<file path="src/rtl/frame_fetch_if.sv">
// rtl/frame_fetch_if.sv - feeder/header-parser handshake bundle for frame_fetch_ctrl
interface frame_fetch_if #(
    parameter int FRAME_NUM_W = 7,
    parameter int SIZE_W      = 11
);
    logic                   frame_num_ov;
    logic [FRAME_NUM_W-1:0] frame_num_od;
    logic                   byte_iv;
    logic                   header_iv;
    logic [SIZE_W-1:0]      frame_size_id;
    logic                   fifo_afull_i;

    modport master (
        output frame_num_ov, frame_num_od,
        input  byte_iv, header_iv, frame_size_id, fifo_afull_i
    );

    modport slave (
        input  frame_num_ov, frame_num_od,
        output byte_iv, header_iv, frame_size_id, fifo_afull_i
    );
endinterface

</file>
<file path="src/rtl/frame_fetch_ctrl.sv">
// rtl/frame_fetch_ctrl.sv - per-frame request sequencer with byte counting, back-pressure hold and header timeout
module frame_fetch_ctrl #(
    parameter int FRAME_NUM_W = 7,
    parameter int SIZE_W      = 11,
    parameter int HDR_TIMEOUT = 4096
) (
    input  logic                   clk,
    input  logic                   rst,
    input  logic                   start_i,
    input  logic                   abort_i,
    input  logic [FRAME_NUM_W-1:0] first_frame_i,
    input  logic [FRAME_NUM_W-1:0] num_frames_i,
    frame_fetch_if.master          ff,
    output logic                   busy_o,
    output logic                   done_o,
    output logic                   error_o,
    output logic [FRAME_NUM_W-1:0] frame_cnt_o
);
    localparam int TW = $clog2(HDR_TIMEOUT);

    typedef enum logic [2:0] {
        IDLE, REQUEST, WAIT_HDR, STREAM, HOLD, DONE, ERROR
    } state_t;

    state_t                 state_q, state_d;
    logic [FRAME_NUM_W-1:0] cur_q, cur_d;
    logic [FRAME_NUM_W:0]   rem_q, rem_d;
    logic [FRAME_NUM_W-1:0] frame_cnt_q, frame_cnt_d;
    logic [SIZE_W-1:0]      bcnt_q, bcnt_d, bcnt_inc;
    logic [SIZE_W-1:0]      fsize_q, fsize_d;
    logic [TW-1:0]          timer_q, timer_d;
    logic                   error_q, error_d;
    logic                   complete;

    always_ff @(posedge clk or posedge rst) begin
        if (rst) begin
            state_q     <= IDLE;
            cur_q       <= '0;
            rem_q       <= '0;
            frame_cnt_q <= '0;
            bcnt_q      <= '0;
            fsize_q     <= '0;
            timer_q     <= '0;
            error_q     <= 1'b0;
        end else begin
            state_q     <= state_d;
            cur_q       <= cur_d;
            rem_q       <= rem_d;
            frame_cnt_q <= frame_cnt_d;
            bcnt_q      <= bcnt_d;
            fsize_q     <= fsize_d;
            timer_q     <= timer_d;
            error_q     <= error_d;
        end
    end

    always_comb begin
        state_d     = state_q;
        cur_d       = cur_q;
        rem_d       = rem_q;
        frame_cnt_d = frame_cnt_q;
        bcnt_d      = bcnt_q;
        fsize_d     = fsize_q;
        timer_d     = timer_q;
        error_d     = error_q;
        complete    = 1'b0;
        // Byte counter saturates so an oversized burst cannot wrap back onto fsize.
        bcnt_inc    = (bcnt_q == '1) ? bcnt_q : bcnt_q + 1'b1;

        if (abort_i && state_q != IDLE) begin
            state_d = IDLE;
        end else begin
            case (state_q)
                IDLE: begin
                    if (start_i) begin
                        cur_d       = first_frame_i;
                        rem_d       = {1'b0, num_frames_i};
                        if (num_frames_i == '0)
                            rem_d = {1'b1, {FRAME_NUM_W{1'b0}}};
                        error_d     = 1'b0;
                        frame_cnt_d = '0;
                        state_d     = REQUEST;
                    end
                end
                REQUEST: begin
                    bcnt_d  = '0;
                    timer_d = '0;
                    state_d = WAIT_HDR;
                end
                WAIT_HDR: begin
                    if (ff.byte_iv)
                        bcnt_d = bcnt_inc;
                    timer_d = timer_q + 1'b1;
                    // Header is checked before the timeout so a late header still wins.
                    if (ff.header_iv) begin
                        fsize_d = ff.frame_size_id;
                        if (ff.frame_size_id < SIZE_W'(4)) begin
                            error_d = 1'b1;
                            state_d = ERROR;
                        end else if (ff.frame_size_id <= bcnt_d) begin
                            complete = 1'b1;
                        end else begin
                            state_d = STREAM;
                        end
                    end else if (timer_q == TW'(HDR_TIMEOUT - 1)) begin
                        error_d = 1'b1;
                        state_d = ERROR;
                    end
                end
                STREAM: begin
                    if (ff.byte_iv) begin
                        bcnt_d = bcnt_inc;
                        if (bcnt_inc == fsize_q)
                            complete = 1'b1;
                    end
                end
                HOLD: begin
                    if (!ff.fifo_afull_i)
                        state_d = REQUEST;
                end
                DONE:    state_d = IDLE;
                ERROR:   state_d = IDLE;
                default: state_d = IDLE;
            endcase

            if (complete) begin
                cur_d       = cur_q + 1'b1;
                frame_cnt_d = frame_cnt_q + 1'b1;
                rem_d       = rem_q - 1'b1;
                if (rem_q == (FRAME_NUM_W + 1)'(1))
                    state_d = DONE;
                else if (ff.fifo_afull_i)
                    state_d = HOLD;
                else
                    state_d = REQUEST;
            end
        end
    end

    assign ff.frame_num_ov = (state_q == REQUEST);
    assign ff.frame_num_od = (state_q == REQUEST) ? cur_q : '0;
    assign busy_o          = (state_q != IDLE);
    assign done_o          = (state_q == DONE);
    assign error_o         = error_q;
    assign frame_cnt_o     = frame_cnt_q;
endmodule
</file>
<file path="src/flat_wrapper.sv">
// flat-port wrapper written by rule: the top's interface ports become plain ports
module frame_fetch_ctrl_flat 
#(
    parameter int FRAME_NUM_W = 7,
    parameter int SIZE_W      = 11,
    parameter int HDR_TIMEOUT = 4096
)
  (clk, rst, start_i, abort_i, first_frame_i, num_frames_i, busy_o, done_o, error_o, frame_cnt_o, ff_frame_num_ov, ff_frame_num_od, ff_byte_iv, ff_header_iv, ff_frame_size_id, ff_fifo_afull_i);
  frame_fetch_if #(.FRAME_NUM_W(FRAME_NUM_W), .SIZE_W(SIZE_W)) ff_i ();
  input  logic clk;
  input  logic rst;
  input  logic start_i;
  input  logic abort_i;
  input  logic [FRAME_NUM_W-1:0] first_frame_i;
  input  logic [FRAME_NUM_W-1:0] num_frames_i;
  output logic busy_o;
  output logic done_o;
  output logic error_o;
  output logic [FRAME_NUM_W-1:0] frame_cnt_o;
  output wire logic [$bits(ff_i.frame_num_ov)-1:0] ff_frame_num_ov;
  output wire logic [$bits(ff_i.frame_num_od)-1:0] ff_frame_num_od;
  input wire logic [$bits(ff_i.byte_iv)-1:0] ff_byte_iv;
  input wire logic [$bits(ff_i.header_iv)-1:0] ff_header_iv;
  input wire logic [$bits(ff_i.frame_size_id)-1:0] ff_frame_size_id;
  input wire logic [$bits(ff_i.fifo_afull_i)-1:0] ff_fifo_afull_i;
  assign ff_frame_num_ov = ff_i.frame_num_ov;
  assign ff_frame_num_od = ff_i.frame_num_od;
  assign ff_i.byte_iv = ff_byte_iv;
  assign ff_i.header_iv = ff_header_iv;
  assign ff_i.frame_size_id = ff_frame_size_id;
  assign ff_i.fifo_afull_i = ff_fifo_afull_i;
  frame_fetch_ctrl #(.FRAME_NUM_W(FRAME_NUM_W), .SIZE_W(SIZE_W), .HDR_TIMEOUT(HDR_TIMEOUT)) u_core (.clk(clk), .rst(rst), .start_i(start_i), .abort_i(abort_i), .first_frame_i(first_frame_i), .num_frames_i(num_frames_i), .ff(ff_i), .busy_o(busy_o), .done_o(done_o), .error_o(error_o), .frame_cnt_o(frame_cnt_o));
endmodule
</file>
<file path="config.mk">
export PLATFORM = sky130hd
export DESIGN_NAME = frame_fetch_ctrl_flat
export DESIGN_NICKNAME = d
export VERILOG_FILES = /design/src/rtl/frame_fetch_if.sv /design/src/rtl/frame_fetch_ctrl.sv /design/src/flat_wrapper.sv
export SDC_FILE = /design/constraint.sdc
export NUM_CORES = 1
export LEC_CHECK = 0
export ABC_AREA = 1
export CAP_MARGIN = 0
export CORE_MARGIN = 5
export CORE_UTILIZATION = 35
export DETAILED_ROUTE_END_ITERATION = 8
export GPL_ROUTABILITY_DRIVEN = 0
export PLACE_DENSITY = 0.59
export SLEW_MARGIN = 5
export SYNTH_ARGS = -nofsm -noshare
export SYNTH_HDL_FRONTEND = slang
export SYNTH_SLANG_ARGS = --single-unit
</file>
<file path="constraint.sdc">
create_clock -name clk -period 3 [get_ports clk]
set_clock_uncertainty 0.15 [all_clocks]
set_input_delay 0.6 -clock clk [delete_from_list [all_inputs] [get_ports clk]]
set_output_delay 0.6 -clock clk [all_outputs]
set_load 0.02 [all_outputs]
</file>
==> summary.md <==
The signal on the critical path passes through ha_4 > nand2_4 > buf_6 > nor2_4 > xor2_2 > nand2_2 > o21ai_4 > ha_4 > a21oi_2 > o21ai_1 > a21oi_1 > nand2_1 > nand2_2 > nand2_4 > nand2_8 > nand2_8 > buf_6 > nand3_1 > nand2_1. On the final layout, the worst hold slack is 0.353 ns. The number of buffers and inverters on the critical path came out at 2. The worst setup path is captured at a flip-flop.

After detailed routing, the average wire length per cell comes to 14.6 um. The vias after detailed routing was 4334. Each instance of the synthesized netlist takes up on average 6.94 sq um.

Arrival time at the worst endpoint: 3.05 ns. Entering global routing, the biggest net connects 61 pins. The run gives 4100 sq um as the synthesized cell area. Counting flops and latches in the post-synthesis netlist gives 60. Clock-pin slew was measured on the worst setup and hold paths at 0.05 ns. The highest routed metal layer is met4. Counting along the longest clock path gives a buffer depth of 2. The worst path in the final design needs a cycle of 2.98 ns, including I/O delays and setup.

The final instance area came out at 5930 sq um. The worst slew slack as a fraction of its limit is 49.1%. The class of the tightest hold or removal check is reg -> reg.

The filler cells instantiated in the layout total 1100. The highest net fanout along the worst path came out at 7. TritonCTS created 9 clock buffers.

In this run, post-CTS hold repair placed 0 buffers. Leaving out fill and tap cells, the most frequent cells in the layout are nand2_1 (164), buf_4 (66), inv_1 (62), dfrtp_1 (60), nand3_1 (51). Dividing the final minimum period by the clock period gives 99.3%. For the count of standard-cell rows, the log shows 39. After detailed routing, the total wire length is 12600 um. The number of global-route vias before repair is 4367. The area enclosed by the die boundary was 14000 sq um; the core area was 11500 sq um. The post-synthesis instance total is 591. The pre-antenna-repair detailed-routing pass consisted of 4 iterations. Detailed placement ended at an HPWL of 8790 um. Detailed routing placed a total of 6100 um of wire on met2. Net count after synthesis: 640. The run finished with clean final reports. The first global-routing pass estimated 20800 um of wire. In this run the horizontal extent of the chip is 118 um.

For this run, the post-layout net count is 761. The initial antenna violation count was 0; the number of hold violations in the final report was 0. 0 antenna diodes ended up in the layout. In this run the power density over the cells is 804 nW/um^2. The kind of cell adding the most delay to the critical path was simple AND/OR/NAND/NOR gates. The number of buffer cells added on primary ports came out at 49. Once placement finished, the instance area stood at 5190 sq um.

In the final routing, the length of wire on met1 measures 5710 um. Setup repair after global routing could not meet its margin everywhere. On the critical path, the stage with the largest delay is an instance of dfrtp_1.

The first routing iteration left 242 violations. The library cell used most frequently in the layout, excluding fill and tap cells, is nand2_1. The stage delay of the slowest cell on the critical path works out to 0.39 ns. Summed over all nets, wire length on met3 after detailed routing comes to 503 um. The die is 118 um tall. The root buffer cell was clkbuf_16. The type of the setup path with the least slack is reg -> reg. STA classifies the critical path startpoint as a flip-flop. Setup violations remaining at the end of the flow were counted as 0.

Insertion delay to the later sink of the worst-skew pair: 0.34 ns. Once the floorplan was initialized, standard cells occupied 35.8% of the core. The required time of the critical path is 3.07 ns, and the fmax is 336 MHz.

The mean number of vias per cell came out at 5.04. The slew at the pin closest to its max-slew limit is 0.761 ns, and the static leakage power is 2.88 nW. TritonCTS built the clock tree. In the final layout, the share of cells above drive strength 1 is 21.3%. Sequential elements use 36.6% of the synthesized area. The logs give 18.0% for the total routing usage reported by global routing and 0 for the count of maximum capacitance violations.

The count of nets left with antenna violations once routing finished came out at 0. The post-synthesis to final-layout area growth is 44.5%. Global routing finished with a remaining overflow of 0.

The H-tree was split into 3 levels. IR analysis of the VDD net gives a maximum drop of 0.551 mV. The number of pins with negative max-slew slack in the final report is 0, and the number of clock sinks seen by CTS is 60.

For this run, the number of Yosys warnings is 0. The number of design rule violations left after detail routing was 0; the number of top-level pins was 50. The unique cell type count in the Yosys netlist is 32.
[area by class of cell]
class                           count  area (sq um)  share of cell area, %
Multi-Input combinational cell    447          2590                   43.6
Sequential cell                    60          1500                   25.3
Timing Repair Buffer              125          1140                   19.2
Inverter                           69           259                   4.37
Clock buffer                       14           254                   4.28
Tap cell                          143           179                   3.02
Clock inverter                      2          10.0                  0.169
[layer usage]
layer / up-vias / track usage [%]
met5: - / 0
met4: 0 / 8.24
met3: 15 / 3.39
met2: 106 / 29.3
met1: 2033 / 23.2
li1: 2180 / -
[worst register-to-register path, stage by stage (launching register included)]
cell and delay [ns]:
dfrtp_1 0.39, ha_4 0.17, nand2_4 0.08, buf_6 0.14
nor2_4 0.12, xor2_2 0.19, nand2_2 0.11, o21ai_4 0.20
ha_4 0.23, a21oi_2 0.13, o21ai_1 0.08, a21oi_1 0.14
nand2_1 0.08, nand2_2 0.09, nand2_4 0.08, nand2_8 0.10
nand2_8 0.10, buf_6 0.17, nand3_1 0.06, nand2_1 0.07
[per-stage QoR]
step / instances / util (%) / setup WS (ns) / power (mW) / setup TNS [ns]
3_3_place_gp: 831 / 45.3 / -0.307 / 3.45 / -7.15
4_1_cts: 856 / 49.6 / 0.00101 / 4.62 / 0
5_1_grt: 860 / 51.7 / -0.181 / 5.14 / -3.71
6_report: 860 / 51.7 / 0.0216 / 4.77 / 0
3_5_place_dp: 831 / 45.3 / -0.365 / 3.51 / -8.49
2_1_floorplan: 591 / - / 0.0204 / 2.62 / 0
[kinds of logic after synthesis]
| family | share of synthesized area (%) |
|---|---|
| compound gates | 9.79 |
| xor+xnor | 4.05 |
| fa+ha+maj | 5.18 |
| buf+inv | 8.54 |
| flops | 36.6 |
| simple gates | 35.9 |
[repair_timing]
action	CTS	global route
resized for setup	40	50
endpoints found under the setup margin	24	32
pin swaps	3	24
cloned	3	0
buffers inserted	6	5
[report_power, final]
part           leakage (nW)  internal [mW]  switching, mW
Sequential            0.781           1.09          0.256
Clock                 0.131          0.579          0.355
Combinational          1.97           1.10           1.39
[sequential cells by signal (all words and copies together), names as in the netlist]
signal              flops
u_core.rem_q            8
u_core.bcnt_q          11
u_core.timer_q         12
u_core.error_o          1
u_core.state_q          3
u_core.cur_q            7
u_core.frame_cnt_o      7
u_core.fsize_q         11
[Yosys cell counts]
| cell | instances | area, sq um |
|---|---|---|
| or4_1 | 1 | 7.51 |
| xor2_1 | 14 | 123 |
| nand2_1 | 176 | 661 |
| nor3_1 | 13 | 65.1 |
| nor2_4 | 2 | 22.5 |
| o21ai_1 | 2 | 10.0 |
| o22ai_1 | 13 | 81.3 |
| nand4_1 | 8 | 50.1 |
| nor2_1 | 48 | 180 |
| nand2_4 | 3 | 33.8 |
| o21ai_0 | 29 | 145 |
| nand3_1 | 70 | 350 |
| a21oi_1 | 23 | 115 |
| buf_2 | 4 | 20.0 |
| nor2_2 | 1 | 6.26 |
| buf_4 | 2 | 15.0 |
| nand2_2 | 4 | 25.0 |
| clkbuf_1 | 9 | 33.8 |
| ha_1 | 17 | 213 |
| a31oi_1 | 4 | 25.0 |
| nand3_4 | 1 | 17.5 |
| and3_1 | 1 | 6.26 |
| o211ai_1 | 2 | 15.0 |
| nor4_1 | 4 | 25.0 |
| nor3b_1 | 2 | 15.0 |
| dfrtp_1 | 60 | 1500 |
| a32o_1 | 1 | 10.0 |
| xnor2_1 | 5 | 43.8 |
| or3_1 | 1 | 6.26 |
| clkinv_1 | 4 | 15.0 |
| inv_1 | 65 | 244 |
| buf_6 | 2 | 22.5 |
[worst paths after layout]
| kind | start | to | slack (ns) | depth (start not counted) |
|---|---|---|---|---|
| min in group asynchronous | rst | u_core.bcnt_q[7] | 0.51 | 3 |
| worst min-delay path | u_core.timer_q[3] | u_core.timer_q[3] | 0.35 | 1 |
| worst max register to register | u_core.bcnt_q[1] | u_core.cur_q[3] | 0.02 | 19 |
| worst min register to register | u_core.timer_q[3] | u_core.timer_q[3] | 0.35 | 1 |
| max in group asynchronous | rst | u_core.timer_q[10] | 1.92 | 3 |
| worst max-delay path | u_core.bcnt_q[1] | u_core.cur_q[3] | 0.02 | 19 |
(Power assumes the default switching activity.)
==> RTL edit 1, RTL diff (same flow settings) <==
`SIZE_W` is set to 11 in 3 places; all go to 9.
--- a/src/rtl/frame_fetch_if.sv
+++ b/src/rtl/frame_fetch_if.sv
@@ -1,7 +1,7 @@
 // rtl/frame_fetch_if.sv - feeder/header-parser handshake bundle for frame_fetch_ctrl
 interface frame_fetch_if #(
     parameter int FRAME_NUM_W = 7,
-    parameter int SIZE_W      = 11
+    parameter int SIZE_W      = 9
 );
     logic                   frame_num_ov;
     logic [FRAME_NUM_W-1:0] frame_num_od;
--- a/src/rtl/frame_fetch_ctrl.sv
+++ b/src/rtl/frame_fetch_ctrl.sv
@@ -1,7 +1,7 @@
 // rtl/frame_fetch_ctrl.sv - per-frame request sequencer with byte counting, back-pressure hold and header timeout
 module frame_fetch_ctrl #(
     parameter int FRAME_NUM_W = 7,
-    parameter int SIZE_W      = 11,
+    parameter int SIZE_W      = 9,
     parameter int HDR_TIMEOUT = 4096
 ) (
     input  logic                   clk,
--- a/src/flat_wrapper.sv
+++ b/src/flat_wrapper.sv
@@ -2,7 +2,7 @@
 module frame_fetch_ctrl_flat 
 #(
     parameter int FRAME_NUM_W = 7,
-    parameter int SIZE_W      = 11,
+    parameter int SIZE_W      = 9,
     parameter int HDR_TIMEOUT = 4096
 )
   (clk, rst, start_i, abort_i, first_frame_i, num_frames_i, busy_o, done_o, error_o, frame_cnt_o, ff_frame_num_ov, ff_frame_num_od, ff_byte_iv, ff_header_iv, ff_frame_size_id, ff_fifo_afull_i);
Interface: changed (resized ff_frame_size_id); port bits go from 50 to 48. No check against the original RTL was run, so the function may have changed too.
==> RTL edit 1 against the unedited design <==
- worst setup slack got worse by 18 ps
- clock power fell by 51%
- global-route usage fell by 2.1 points
- die area fell by 5.1%
- area after synthesis fell by 5.6%
- non-clock buffer count fell by 28
- sequential power fell by 9.6%
- critical path depth fell by 2
- sequential cell count fell by 4
- largest cell class unchanged
- final area fell by 13%
- wire length fell by 16%
- total power fell by 23%
- count of clock-buffer cells in the layout fell by 7
==> RTL edit 1: results (changes against the unedited design) <==
[place]
hpwl_mm=7.99  ; was 8.79 mm
port_buffers=47  ; was 49
dpl-instance-area_um2=4810  ; was 5190 µm²
dp.cells=762  ; was 831

[cells_and_area]
finalNonFillerCells=776  ; was 860
register_area_um2=1400  ; was 1500 µm²
drive_above_1_share_pct=18.1  ; was 21.3%
nFillCells=1066  ; was 1100

[drt]
met2_length_mm=5.39  ; was 6.10 mm
routed_wl_mm=10.6  ; was 12.6 mm
wl_met1_mm=4.82  ; was 5.71 mm

[clocking]
cts-root-buf=clkbuf_8  ; was clkbuf_16
clkLatencyLatePin_ps=310  ; was 340 ps
htreeDepth=2  ; was 3
clk_pin_slew_ps=100  ; was 50 ps
cts_made_buffers=5  ; was 9

[run_status]
status=completed  ; unchanged

[synthesis]
synth.top_cells.by_area=dfrtp_1 (36%), nand2_1 (15%), nand3_1 (6.7%), inv_1 (6.5%), ha_1 (4.8%)  ; was dfrtp_1 (37%), nand2_1 (16%), nand3_1 (8.5%), inv_1 (5.9%), ha_1 (5.2%)
synth.distinct_cells=40  ; was 32
yosys-top-cells-count=nand2_1 (160), inv_1 (67), dfrtp_1 (56)  ; was nand2_1 (176), nand3_1 (70), inv_1 (65)
syn_avg_cell_area_um2=7.11  ; was 6.94 µm²
yosysSeqAreaShare_pct=36.2  ; was 36.6%

[grt]
grt_pass1_wl_mm=17.3  ; was 20.8 mm
grt_pass1_vias=3729  ; was 4367
grtUsageTotal_pct=15.9  ; was 18.0%
grt_max_degree=26  ; was 61

[critical_path]
r2r_end=u_core.cur_q[6]  ; was u_core.cur_q[3]
path_max_fanout=9  ; was 7
cp_slowest_cell=o21ai_0  ; was dfrtp_1

[power]
intPower_uw=2070  ; was 2770 µW
ir_worst_vdd_mv=0.301  ; was 0.551 mV

[RTL edit 1: cell count changes after synthesis, moves of 4 or more]
| cell | before | now |
|---|---|---|
| nand3_1 | 70 | 52 |
| nand2_1 | 176 | 160 |
| nand3_2 | 0 | 11 |
| a21oi_1 | 23 | 15 |
| o22ai_1 | 13 | 7 |
| nor3_1 | 13 | 8 |
| dfrtp_1 | 60 | 56 |
| nor2_1 | 48 | 44 |
| o211ai_1 | 2 | 6 |
[RTL edit 1: repair_timing]
action | 4_1_cts | 5_1_grt
setup buffers | 2 | 2
cloned | 0 | 3
pin swaps | 4 | 24
endpoints found under the setup margin | 25 | 31
gates resized for setup | 11 | 49
endpoints found under the hold margin | 0 | 0
[RTL edit 1: power by group through the flow]
| stage | Combinational [µW] | Clock (µW) | Sequential (µW) |
|---|---|---|---|
| finish | 2010 | 455 | 1220 |
| global route | 2270 | 500 | 1260 |
| CTS | 1880 | 475 | 1220 |
| detailed placement | 1850 | 0 | 1230 |
| global placement | 1820 | 0 | 1220 |
| floorplan | 1190 | 0 | 1210 |
[RTL edit 1: worst min path at each step]
stage                       startpoint            endpoint  slack, ps  depth (start not counted)
finish              u_core.timer_q[11]  u_core.timer_q[11]        350                          1
global placement    u_core.timer_q[11]  u_core.timer_q[11]        320                          1
floorplan           u_core.timer_q[11]  u_core.timer_q[11]        300                          1
CTS                 u_core.timer_q[11]  u_core.timer_q[11]        340                          1
global route           u_core.cur_q[5]     u_core.cur_q[5]        400                          2
detailed placement  u_core.timer_q[11]  u_core.timer_q[11]        330                          1
[RTL edit 1: area by class of cell]
type / instances / share of cell area (%)
Clock buffer: 7 / 1.86
Inverter: 69 / 5.07
Multi-Input combinational cell: 407 / 44.4
Sequential cell: 56 / 27.0
Tap cell: 140 / 3.38
Timing Repair Buffer: 97 / 18.3
[RTL edit 1: critical path: cells and delay by family (launching register included)]
family,cells,cell delay [ps]
and+or+nand+nor,12,1290
buffers and inverters,1,130
AOI/OAI and AO/OA,3,770
DFF,1,370
adders and majority gates,1,170
[RTL edit 1: stage by stage]
stage                     hold slack [ps]  worst slack [ps]
after floorplan                       298              6.76
after global placement                322              -376
after detailed placement              325              -448
after CTS                             345              14.5
after global routing                  397              -262
final                                 348              4.01
[RTL edit 1: kinds of logic after synthesis]
family,count (synthesis)
AO/OA/AOI/OAI,66
flip-flops,56
AND/OR/NAND/NOR,306
buffers and inverters,83
XOR/XNOR,19
adder cells (fa/ha/maj),15
[RTL edit 1: per-layer routing]
metal | vias up | GRT usage, %
li1 | 1960 | -
met1 | 1772 | 20.6
met2 | 53 | 28.4
met3 | 6 | 2.05
met4 | 0 | 3.36
met5 | - | 0
==> RTL edit 2, RTL diff (config.mk and constraints unchanged) <==
Without the edit above. Reset style: synchronous (`rst`), changed in one clocked block.
--- a/src/rtl/frame_fetch_ctrl.sv
+++ b/src/rtl/frame_fetch_ctrl.sv
@@ -32,7 +32,7 @@
     logic                   error_q, error_d;
     logic                   complete;
 
-    always_ff @(posedge clk or posedge rst) begin
+    always_ff @(posedge clk) begin
         if (rst) begin
             state_q     <= IDLE;
             cur_q       <= '0;
Formal check against the unedited RTL: differs if rst is asserted again (counterexample within 4 cycles, from zero or initial values and one cycle with rst high); with rst held inactive, the same outputs for 10 cycles.
==> RTL edit 2 against the unedited design <==
- the run now ends with setup timing left
- clock power increased by 10%
- largest power group unchanged
- highest routed layer unchanged
- global-route usage is 1.2 points higher
- final area up 3.2%
- count of clock-buffer cells in the layout is 1 lower
- total power is 27% lower
- worst setup slack worse by 110 ps
- wire length rose by 4.8%
- sequential cell count unchanged
- combinational power down 42%
- area after synthesis fell by 2.6%
- utilization grew 2.3 points
==> RTL edit 2: results (changes against the unedited design) <==
[cells_and_area]
drive_above_1_share_pct=27.7  ; was 21.3%
finalNonFillerCells=894  ; was 860
fin_nets=796  ; was 761
nFillCells=1075  ; was 1100

[timing]
finalSetupViolCount=22  ; was 0
setup_slack_ps=-84.8  ; was 21.6 ps
tns_ps=-1300  ; was 0 ps
worst_hold_slack_ps=318  ; was 353 ps

[synthesis]
synth_nets=661  ; was 640
yosys-top-cells-count=nand2_1 (144), nor2_1 (94), inv_1 (65)  ; was nand2_1 (176), nand3_1 (70), inv_1 (65)
syn_inst=612  ; was 591
synth.top_cells.by_area=dfxtp_1 (30%), nand2_1 (14%), nor2_1 (8.8%), inv_1 (6.1%), nand3_1 (5.6%)  ; was dfrtp_1 (37%), nand2_1 (16%), nand3_1 (8.5%), inv_1 (5.9%), ha_1 (5.2%)
synthArstFlopShare_pct=0  ; was 100%
synth.distinct_cells=43  ; was 32

[clocking]
postCtsSetupRepairBufs=17  ; was 6
cts-resized-gates=52  ; was 40

[grt]
grt_pass1_vias=4526  ; was 4367
grt_pass1_wl_mm=21.0  ; was 20.8 mm
grt_max_degree=22  ; was 61
grtUsageTotal_pct=19.2  ; was 18.0%

[critical_path]
r2r_end=u_core.frame_cnt_o[0]  ; was u_core.cur_q[3]
rr_startpoint=u_core.bcnt_q[0]  ; was u_core.bcnt_q[1]
cp.arrival_ps=3170  ; was 3050 ps

[place]
dpl-instance-area_um2=5020  ; was 5190 µm²

[drt]
routedWlPerCell_um=14.7  ; was 14.6 µm
first_iter_violations=344  ; was 242
drt_first_pass_iters=5  ; was 4

[run_status]
status=finished with violations  ; was completed
violations=setup timing

[power]
p_leak_uw=0.00264  ; was 0.00288 µW
switchingPower_uw=1350  ; was 2000 µW

[min_path]
worstHoldEndpoint=u_core.fsize_q[1]  ; was u_core.timer_q[3]

## RTL edit 2: cell count changes after synthesis, moves of 4 or more
| cell | before | now |
|---|---|---|
| o22ai_1 | 13 | 7 |
| nand3_1 | 70 | 45 |
| nand3b_1 | 0 | 6 |
| clkinv_1 | 4 | 0 |
| a21oi_1 | 23 | 40 |
| dfrtp_1 | 60 | 0 |
| o211ai_1 | 2 | 6 |
| nor2_1 | 48 | 94 |
| dfxtp_1 | 0 | 60 |
| nand2_1 | 176 | 144 |
| a211oi_1 | 0 | 5 |
## RTL edit 2: final cells by class
class                      count  share of cell area, %
multi-input combinational    468                   47.3
timing repair buffer         138                   20.8
sequential                    60                   19.7
inverter                      68                   4.36
clock buffer                  13                   4.09
tap                          143                   2.92
clock inverter                 2                  0.573
timing repair inverter         2                  0.307
## RTL edit 2: worst max-delay path by stage
stage                     cells past startpoint               endpoint             start  slack (ps)
final                                        22  u_core.frame_cnt_o[0]  u_core.bcnt_q[0]         -80
after floorplan                              19      u_core.state_q[0]  u_core.bcnt_q[0]          30
after detailed placement                     16        u_core.rem_q[3]        ff_byte_iv        -340
after CTS                                    21  u_core.frame_cnt_o[0]  u_core.bcnt_q[0]         -50
after global placement                       16        u_core.cur_q[6]        ff_byte_iv        -270
after global routing                         22        u_core.cur_q[3]  u_core.bcnt_q[0]        -260
## RTL edit 2: kinds of logic after synthesis
kind of cell | count (synthesis) | synth area share [%]
AO/OA/AOI/OAI | 96 | 13.6
XOR/XNOR | 18 | 3.94
adder cells (fa/ha/maj) | 17 | 5.32
buffers and inverters | 87 | 9.39
flip-flops | 60 | 30.0
AND/OR/NAND/NOR | 334 | 37.7
## RTL edit 2: power by group through the flow
stage	Combinational [µW]	Sequential (µW)	Clock, µW
detailed placement	1240	1020	0
global placement	1220	1010	0
finish	1450	1010	1030
floorplan	831	1010	0
global route	1610	1030	1080
CTS	1350	1010	1050
## RTL edit 2: worst max-delay path, cell delays in order, from the launching register on
cell and delay, ps:
dfxtp_2 350, ha_4 150, nand2_4 60, nor2_4 170
buf_6 140, nand3_4 70, buf_12 160, nand3_4 90
a21oi_4 80, ha_4 280, nand2_4 50, nor4_2 260
nand2_1 80, nand3_1 70, nand2_1 70, nand2_2 120
nand2_8 80, buf_6 130, nand2_8 110, buf_12 140
nand3b_1 70, nand2_1 60, nor2_1 40
## RTL edit 2: through the flow
step / utilization, % / worst slack [ps]
finish: 54.0 / -84.8
global placement: 44.3 / -273
floorplan: - / 32.9
CTS: 50.0 / -51.3
detailed placement: 44.3 / -340
global route: 54.0 / -259
## RTL edit 2: layer usage
layer,GRT usage [%],part of all wire (%),vias up
met1,24.3,42,2153
met3,3.75,5.6,24
met5,0,0,-
li1,-,-,2287
met2,33.0,50,139
met4,5.81,2.5,0
